===== src/rtl/alu_uart_ctrl.sv =====
// Byte sequencer between the UART RX/TX and the 8-bit ALU.
// Frame is operand A, operand B, opcode; result goes back out on TX.
module alu_uart_ctrl #(
    parameter int length  = 8,
    parameter int TIMEOUT = 50000,
    parameter int CNT_W   = 16
) (
    input  logic              clk,
    input  logic              rst_n,
    input  logic [length-1:0] rx_data,
    input  logic              rx_done,
    input  logic              tx_done,
    input  logic [length-1:0] alu_result,
    output logic [length-1:0] alu_a,
    output logic [length-1:0] alu_b,
    output logic [5:0]        alu_op,
    output logic [length-1:0] tx_data,
    output logic              tx_start,
    output logic              busy,
    output logic              err,
    output logic              overrun
);

    typedef enum logic [2:0] {
        WAIT_A,
        WAIT_B,
        WAIT_OP,
        EXEC,
        SEND,
        WAIT_TX
    } state_t;

    state_t           state;
    logic [CNT_W-1:0] cnt;
    logic             tmo;
    logic             unused_hi;

    assign unused_hi = ^rx_data[length-1:6];
    assign tmo = (cnt == CNT_W'(TIMEOUT)) && !rx_done;

    assign busy = (state == EXEC) ||
                  (state == SEND) ||
                  (state == WAIT_TX);

    always_ff @(posedge clk) begin
        if (!rst_n) begin
            state    <= WAIT_A;
            cnt      <= '0;
            alu_a    <= '0;
            alu_b    <= '0;
            alu_op   <= '0;
            tx_data  <= '0;
            tx_start <= 1'b0;
            err      <= 1'b0;
            overrun  <= 1'b0;
        end else begin
            tx_start <= 1'b0;
            err      <= 1'b0;
            overrun  <= 1'b0;
            unique case (state)
                WAIT_A: begin
                    cnt <= '0;
                    if (rx_done) begin
                        alu_a <= rx_data;
                        state <= WAIT_B;
                    end
                end
                WAIT_B: begin
                    if (rx_done) begin
                        alu_b <= rx_data;
                        cnt   <= '0;
                        state <= WAIT_OP;
                    end else if (tmo) begin
                        err   <= 1'b1;
                        cnt   <= '0;
                        state <= WAIT_A;
                    end else begin
                        cnt <= cnt + 1'b1;
                    end
                end
                WAIT_OP: begin
                    if (rx_done) begin
                        alu_op <= rx_data[5:0];
                        cnt    <= '0;
                        state  <= EXEC;
                    end else if (tmo) begin
                        err   <= 1'b1;
                        cnt   <= '0;
                        state <= WAIT_A;
                    end else begin
                        cnt <= cnt + 1'b1;
                    end
                end
                EXEC: begin
                    // strobe registered here so it is high in SEND
                    tx_data  <= alu_result;
                    tx_start <= 1'b1;
                    overrun  <= rx_done;
                    state    <= SEND;
                end
                SEND: begin
                    overrun <= rx_done;
                    state   <= WAIT_TX;
                end
                WAIT_TX: begin
                    overrun <= rx_done;
                    if (tx_done) begin
                        state <= WAIT_A;
                    end
                end
                default: begin
                    state <= WAIT_A;
                end
            endcase
        end
    end

endmodule

===== config.mk =====
export PLATFORM = sky130hd
export DESIGN_NAME = alu_uart_ctrl
export DESIGN_NICKNAME = d
export VERILOG_FILES = /design/src/rtl/alu_uart_ctrl.sv
export SDC_FILE = /design/constraint.sdc
export NUM_CORES = 1
export LEC_CHECK = 0
export ABC_AREA = 1
export CAP_MARGIN = 20
export CORE_AREA = 2 2 107 57
export CTS_CLUSTER_DIAMETER = 60
export CTS_CLUSTER_SIZE = 30
export DETAILED_ROUTE_END_ITERATION = 8
export DIE_AREA = 0 0 109 59
export DONT_BUFFER_PORTS = 1
export HOLD_SLACK_MARGIN = 0.15
export PLACE_DENSITY = 0.68
export SLEW_MARGIN = 5
export SYNTH_ARGS = -nofsm -noshare
export SYNTH_HDL_FRONTEND = slang
export SYNTH_SLANG_ARGS = --single-unit
export TNS_END_PERCENT = 1

===== constraint.sdc =====
create_clock -name clk -period 2.7 [get_ports clk]
set_input_delay 0.54 -clock clk [delete_from_list [all_inputs] [get_ports clk]]
set_output_delay 0.54 -clock clk [all_outputs]
set_load 0.03 [all_outputs]

==> Word level (Yosys, flattened, before mapping) <==
Cells that the tools add are included.
{ "classes": {"add_sub_neg": 1, "n_eq_ne": 8, "mux": 11, "bitwise_logic": 2, "n_reduce_logical": 14} }
{ "ops": {"columns": ["op", "count"], "rows": [
  ["2-to-1 mux 16 bit", 2],
  ["one-hot mux 16 bit (2 select lines)", 1],
  ["one-hot mux 3 bit (6 select lines)", 1],
  ["adder 16 x 1 -> 16 bit (second input constant)", 1],
  ["equality test 16 bit (second input constant)", 1],
  ["2-to-1 mux 3 bit", 5],
  ["AND reduction 2 bit", 5],
  ["equality test 3 x 2 -> 1 bit (second input constant)", 2],
  ["equality test 3 bit (second input constant)", 2],
  ["OR reduction 3 bit", 2],
  ["inequality test 2 bit (second input constant)", 2],
  ["equality test 3 x 1 -> 1 bit (second input constant)", 1],
  ["logical NOT 3 bit", 1],
  ["logical OR 1 bit", 2],
  ["2-to-1 mux 1 bit", 2],
  ["inverter 1 bit", 2],
  ["nonzero test 2 bit", 1],
  ["OR reduction 2 bit", 1],
  ["logical AND 1 bit", 1],
  ["logical NOT 1 bit", 1]
]} }
{ "totals": {"reg_bits": 52, "in_bits": 20, "output_inout_bits": 34, "elab_cells": 45} }

==> Longest topological paths before layout <==
Gate-level depths: netlist (run 1).
{ "logic_depth": {"word_depth": 5, "ltp_mapped": 11, "mapped_depth_nobuf": 11} }

==> Worst setup path before layout (run 1) <==
OpenSTA, ideal clock, no wires.
{ "synth_timing": {"kind": "flip-flop to output port", "from": "reg state[1]", "to": "out busy", "arrival_time_ps": 1097, "required_time_ps": 2160, "setup_slack_ps": 1063, "stages_incl_launch_ff": 7, "path_buffers": 0, "path_cell_list": "dfxtp_1 -> inv_2 -> nor3_4 -> inv_2 -> o21ai_2 -> inv_2 -> nand2_2"} }
{ "synth_between": {"elab_chain_cells": 3, "word_cells_on_any_way": 5, "classes_between": "3 x eq/ne; 2 x reduce/logical"} }
{ "synth_lines": {"columns": ["element", "line_no", "source"], "rows": [
  ["start, declared", "33", "state_t state;"],
  ["start signal, assigned", "47", "state <= WAIT_A;"],
  ["start signal, assigned", "65", "state <= WAIT_B;"],
  ["start signal, assigned", "72", "state <= WAIT_OP;"],
  ["equality test 3 x 2 -> 1 bit or equality test 3 bit (tied branches)", "41, 42", null],
  ["logical OR 1 bit", "41", "assign busy = (state == EXEC) ||"],
  ["logical OR 1 bit *", "42", "(state == SEND) ||"],
  ["end, declared", "19", "output logic busy,"]
]} }
Every way passes the cells marked *; elsewhere a longest branch is shown, timed or not.

==> Worst setup path in the final report (run 1) <==
Same ends and word-level chain as after synthesis.

==> out/qor.yml, run 1 <==
power:
  leakage_uw: 0.00102
  irDropWorstVdd_mv: 0.409
  p_int_uw: 1050
  comb_power_share_pct: 12.3
  switching_share_pct: 32.4
  p_clk_share_pct: 29.3
  powerDensity_mw_per_mm2: 608
  power_frac_seq_pct: 58.4
  power_switching_uw: 505
drt:
  wl_per_cell_um: 13.8
  drtPass1Iterations: 4
  drc: 0
  drtAntennaViolNets: 0
  drt_iter0_drc: 106
  viasPerCell: 5.24
  vias: 2152
  drt-total-wl_um: 5670
floorplanning:
  die_area_sq_mm: 0.00643
  io_pins: 54
  die_h_um: 59
  core_sq_mm: 0.00540
  rows: 19
  start_util_pct: 44.5
  die_w_um: 109
placement:
  hpwl_um: 4230
  preCtsSetupSlack_ns: 0.893
  port_buffers: 0
  gp_congestion: 0.938
  post_dp_cell_area_sq_mm: 0.00247
timing:
  finalHoldViolations: 0
  post-route-period-util_pct: 79.1
  rsz0062_at_grt: "false"
  finalClockSkew_ns: 0.00869
  setup_violations: 0
  maxSlewHeadroom_pct: 66.5
  fin_setup_tns_ns: 0
  drv_slew: 0
  max_clock_freq_mhz: 468
  tightest_slew_ns: 0.502
  postLayoutSetupSlackWorst_ns: 0.566
  period_needed_ns: 2.13
worst_setup_path:
  required_ns: 2.16
  slowest_delay_ns: 0.44
  critPathBufInv: 3
  startpoint: "state[1]$_SDFFE_PN0P_"
  critical_path.slowest_cell: "dfxtp_1"
  worstPathArrival_ns: 1.59
  crit_family: "flip-flops"
  critPathKind: "register to primary output"
  start_kind: "register"
  timing.rr.start: "cnt[1]$_SDFFE_PN0P_"
  crit_top_cell: "inv_2"
  worstPathCellList: "inv_2 -> nor3_4 -> inv_2 -> o21ai_2 -> inv_2 -> nand2_2"
  cp-end-kind: "primary output"
  path_max_fanout: 10
grt:
  grt_pass1_wl_um: 9380
  grt_usage_pct: 18.9
  grt_antenna_before_repair: 0
  grt-ovfl-total: 0
  grt_start_max_net_pins: 32
  first_global_vias: 2071
logic_synthesis:
  synth_nets: 358
  syn_inst: 336
  ys_warn_count: 0
  synth_seq_cells: 52
  syn_avg_cell_area_sq_um: 7.15
  yosysUniqueCellTypes: 31
  synth.area.top_cells: "dfxtp_1, nor2_1, nand2_1"
  yosys.area.top_type_share_pct: 43.3
  yosys.area.top_type: "dfxtp_1"
  seq_area_frac_synth_pct: 43.3
  syn-cell-area_sq_mm: 0.00240
cells_and_area:
  layout.nets: 359
  stdcell_area_sq_mm: 0.00256
  utilization_pct: 47.4
  area_growth_syn_to_layout_pct: 6.51
  fill_cells: 550
  drive_above_1_share_pct: 11.8
  diodes: 0
clock_tree:
  numCtsBuffers: 5
  ctsHoldBuffers: 0
  htree_levels: 2
  cts_max_path_buffers: 2
  post-cts-setup-buffer-count: 0
  clock_tree.root_cell: "clkbuf_8"
  path_clk_slew_ns: 0.10
  clk_latency_ns: 0.31
  cts_tree: "done"
  cts.repair.resized: 0
  cts.sink_count: 52
worst_hold_path:
  hp-start: "rx_data[6]"
  hp-class: "primary input to register"
run:
  maxCapViolations: 0
status:
  status: "finished clean"
[flip-flops by register name, summed over array words and instances, names as in the netlist]
| register | flops |
|---|---|
| alu_a | 8 |
| alu_b | 8 |
| alu_op | 6 |
| cnt | 16 |
| err | 1 |
| overrun | 1 |
| state | 3 |
| tx_data | 8 |
| tx_start | 1 |
[metal layers]
metal / up-vias / track usage (%) / share of wire (%)
li1: 1078 / - / -
met1: 1020 / 23.0 / 45
met4: 0 / 6.59 / 1.2
met2: 47 / 32.4 / 48
met3: 7 / 5.60 / 5.6
met5: - / 0 / 0
[cell usage in the layout (no fill, tap or decap)]
master	count
xor2_1	3
inv_1	23
or2_1	1
nand4_1	3
ha_1	2
nor3_2	3
nor3_4	2
nand2_1	63
nand3_1	24
o21ai_2	1
nand3_4	1
nand2_2	4
nor2_1	73
inv_4	1
clkbuf_1	1
a21oi_1	18
nand2_4	4
o31ai_1	1
nor2_4	3
clkinv_4	1
inv_2	10
nor2_2	2
o21ai_0	26
a31oi_1	1
o21ai_4	1
o21ai_1	2
clkbuf_8	5
o21bai_1	1
clkinvlp_4	1
nor3_1	4
dfxtp_1	52
a21oi_2	1
[cells by family after synthesis]
| family | synth area share (%) |
|---|---|
| compound gates | 11.9 |
| xor+xnor | 1.09 |
| fa+ha+maj | 1.04 |
| buf+inv | 6.40 |
| flops | 43.3 |
| simple gates | 36.3 |
[power groups by stage]
stage	Clock, uW	Combinational, uW	Sequential [uW]
detailed placement	0	193	927
global placement	0	185	926
finish	455	192	909
global route	493	217	913
CTS	465	193	909
floorplan	0	165	918
[final timing paths]
path,cells after the start,end,slack (ns)
setup reg to reg,8,cnt[10]$_SDFFE_PN0P_,1.09
hold / removal,2,alu_b[6]$_SDFFE_PN0P_,0.36
setup / recovery,6,busy,0.57
hold reg to reg,2,cnt[12]$_SDFFE_PN0P_,0.50
[final cells by class]
class	count	area, sq um	area share [%]
Sequential cell	52	1040	40.7
Tap cell	73	91.3	3.57
Inverter	34	130	5.08
Clock buffer	6	72.6	2.83
Multi-Input combinational cell	244	1210	47.2
Clock inverter	2	16.3	0.635
[per-stage QoR]
stage / hold slack, ns / total power, uW / std cells
global placement: 0.462 / 1110 / 403
CTS: 0.344 / 1570 / 411
finish: 0.363 / 1560 / 411
detailed placement: 0.478 / 1120 / 403
global route: 0.340 / 1620 / 411
floorplan: 0.451 / 1080 / 336
[Yosys cell counts (all sizes together)]
library cell  number
or2                1
o21ai             30
xor2               3
o31ai              1
nor3               9
buf                2
nor2              78
nand2             71
o21bai             1
a31oi              1
inv               34
nand3             25
nand4              3
clkbuf             4
a21oi             19
ha                 2
dfxtp             52
Note: power is estimated with default switching activity, not from simulation.
==> inputs of run 2 (changes only) <==
Settings changed: ABC_AREA 1 to 0, CORE_AREA 2 2 107 57 to 2 2 104 56, DIE_AREA 0 0 109 59 to 0 0 106 58, PLACE_DENSITY 0.68 to 0.67.
Clock period 2.7 ns to 2.1 ns, I/O delays scaled along.
==> run 2 against run 1 <==
  * Power rose by 23%
  * Sequential power increased by 20%
  * Clock-buffer cell count is 1 lower
  * Design area fell by 4.8%
  * Wire length is 13% lower
  * Global-route usage decreased by 2.5 points
  * Register-to-register slack worse by 0.71 ns
  * Clock power is 54% higher
  * Core utilization down 1.1 points
  * Critical path type unchanged
  * Largest power group unchanged
  * Highest routed layer unchanged
==> out/qor.yml, run 2 <==
cells_and_area:
  diodes: 0
  layout_commonest_cell: "nand2_1"
  largest_reg_flops: 16
  seqCellArea_sq_mm: 0.00104
  fill_cells: 533
  multi_input_area_sq_mm: 0.00114
  top_register: "cnt"
  final_cells: 329
  area_growth_syn_to_layout_pct: 7.57
  layout.nets: 277
  layout_common_cells: "nand2_1, dfxtp_1, a21boi_0"
  drive_above_1_share_pct: 9.38
timing:
  drv_slew: 0
  tightest_slew_ns: 0.537
  fin_setup_tns_ns: 0
  setup_violations: 0
  finalHoldViolations: 0
  post-route-period-util_pct: 92.9
  max_clock_freq_mhz: 513
  maxSlewHeadroom_pct: 64.1
  rsz0062_at_grt: "false"
  period_needed_ns: 1.95
  finalClockSkew_ns: 0.00959
drt:
  wl_per_cell_um: 15.0
  drt_iter0_drc: 105
  vias: 1681
  drtPass1Iterations: 6
  drtAntennaViolNets: 0
  viasPerCell: 5.11
  drc: 0
  drt-total-wl_um: 4920
grt:
  grt_start_max_net_pins: 41
  grt_pass1_wl_um: 7690
  grt_antenna_before_repair: 0
  first_global_vias: 1436
  grt_usage_pct: 16.4
  grt-ovfl-total: 0
worst_setup_path:
  reg2regPathDepth: 7
  start_kind: "register"
  worstPathCellList: "nand2_1 -> or2_2 -> nand2_2"
  path_max_fanout: 10
  required_ns: 1.68
  slowest_delay_ns: 0.51
  cp-end-kind: "primary output"
  r2r_end: "cnt[10]$_SDFFE_PN0P_"
  critical_path.slowest_cell: "dfxtp_1"
  rrSetupSlack_ns: 0.38
  critPathKind: "register to primary output"
  timing.rr.start: "cnt[0]$_SDFFE_PN0P_"
  worstPathArrival_ns: 1.53
clock_tree:
  cts_max_path_buffers: 2
  htree_levels: 2
  clk_latency_ns: 0.31
  post-cts-setup-buffer-count: 0
  cts_tree: "done"
  numCtsBuffers: 5
  cts.sink_count: 52
  ctsHoldBuffers: 0
  path_clk_slew_ns: 0.10
  clock_tree.root_cell: "clkbuf_8"
logic_synthesis:
  yosys.area.top_type_share_pct: 46.0
  seq_area_frac_synth_pct: 46.0
  synth.area.top_cells: "dfxtp_1, nand2_1, a21boi_0"
  syn_avg_cell_area_sq_um: 8.85
  syn_inst: 256
  ys_warn_count: 0
  synth_seq_cells: 52
  netlist_top_cells_count: "nand2_1, dfxtp_1, a21boi_0"
  yosys.area.top_type: "dfxtp_1"
  synth_enable_flop_cells: 0
  synth_nets: 278
  syn-cell-area_sq_mm: 0.00226
  yosysUniqueCellTypes: 49
  async_reset_ff_share_pct: 0
  yosysMostFrequentCell: "nand2_1"
  synth-main-ff-cell: "dfxtp_1"
worst_hold_path:
  whs_endpoint: "tx_start$_SDFF_PN0_"
  hp-class: "primary input to register"
  hold_path_depth: 1
  hp-start: "rst_n"
floorplanning:
  die_h_um: 58
  die_w_um: 106
  io_pins: 54
  rows: 19
  core_sq_mm: 0.00525
  start_util_pct: 43.1
  die_area_sq_mm: 0.00615
status:
  status: "finished clean"
placement:
  port_buffers: 0
  gp_congestion: 0.784
  dp.cells: 321
  hpwl_um: 3670
run:
  maxCapViolations: 0
power:
  irDropWorstVdd_mv: 0.329
  powerDensity_mw_per_mm2: 783
  leakage_uw: 0.000805
==> run 2: cell types whose count changed after synthesis, moves of 11 or more <==
cell,change
nor2_1,-60
inv_1,-17
o21ai_0,-22
a21oi_1,-11
nand3_1,-20
a21boi_0,+20
==> run 2: per-stage QoR <==
stage                     worst slack [ns]  utilization [%]  cell area [sq um]  total power [uW]  hold WS (ns)
after floorplan                      0.438                -               2260              1210         0.431
after global placement               0.358             44.1               2320              1220         0.454
after detailed placement             0.311             44.1               2320              1230         0.469
after CTS                           0.0696             46.3               2430              1930         0.222
after global routing                0.0538             46.4               2440              1990         0.229
final                                0.149             46.4               2440              1910         0.230
==> run 2: repair_timing <==
item / CTS / global route
setup endpoints to repair: 1 / 1
gates resized for setup: 1 / 1
hold endpoints to repair: 0 / 0
gates cloned: 0 / 0
==> run 2: cells by family after synthesis <==
logic type,after synthesis,synth area share (%)
buffers and inverters,17,3.70
muxes,6,2.65
xor gates and xnor gates,9,3.48
AOI/OAI and AO/OA,47,14.6
adders and majority gates,2,1.10
and+or+nand+nor,123,28.5
DFF,52,46.0
==> run 2: worst max path at each step <==
stage / from / end / cells past startpoint
after floorplan: cnt[0]$_SDFFE_PN0P_ / cnt[10]$_SDFFE_PN0P_ / 8
after global placement: state[0]$_SDFFE_PN0P_ / busy / 3
after detailed placement: state[0]$_SDFFE_PN0P_ / busy / 3
after CTS: state[0]$_SDFFE_PN0P_ / busy / 3
after global routing: state[1]$_SDFFE_PN0P_ / busy / 3
final: state[1]$_SDFFE_PN0P_ / busy / 3
==> run 2: critical path: cells and delay by family (launching register included) <==
family | cells | cell delay [ns]
AND/OR/NAND/NOR | 3 | 0.72
flip-flops | 1 | 0.51
==> run 2: power breakdown <==
group,internal (uW),leakage [uW],total (uW),switching (uW)
Combinational,50.5,0.000329,117,66.4
Clock,359,0.0000548,701,342
Sequential,1010,0.000421,1090,73.9
Total,1420,0.000805,1910,482
==> run 2: area by class of cell <==
cell class | count | area share [%]
tap | 73 | 3.75
timing repair buffer | 3 | 0.924
inverter | 6 | 0.924
clock buffer | 5 | 2.82
clock inverter | 3 | 1.90
sequential | 52 | 42.8
multi-input combinational | 187 | 46.9
==> run 2: metal layers <==
layer  vias up  share of wire (%)  GRT usage (%)
li1        855                  -              -
met1       758                 55           27.0
met2        64                 35           18.4
met3         4                9.3           6.19
met4         0               0.85           4.51
met5         -                  0              0
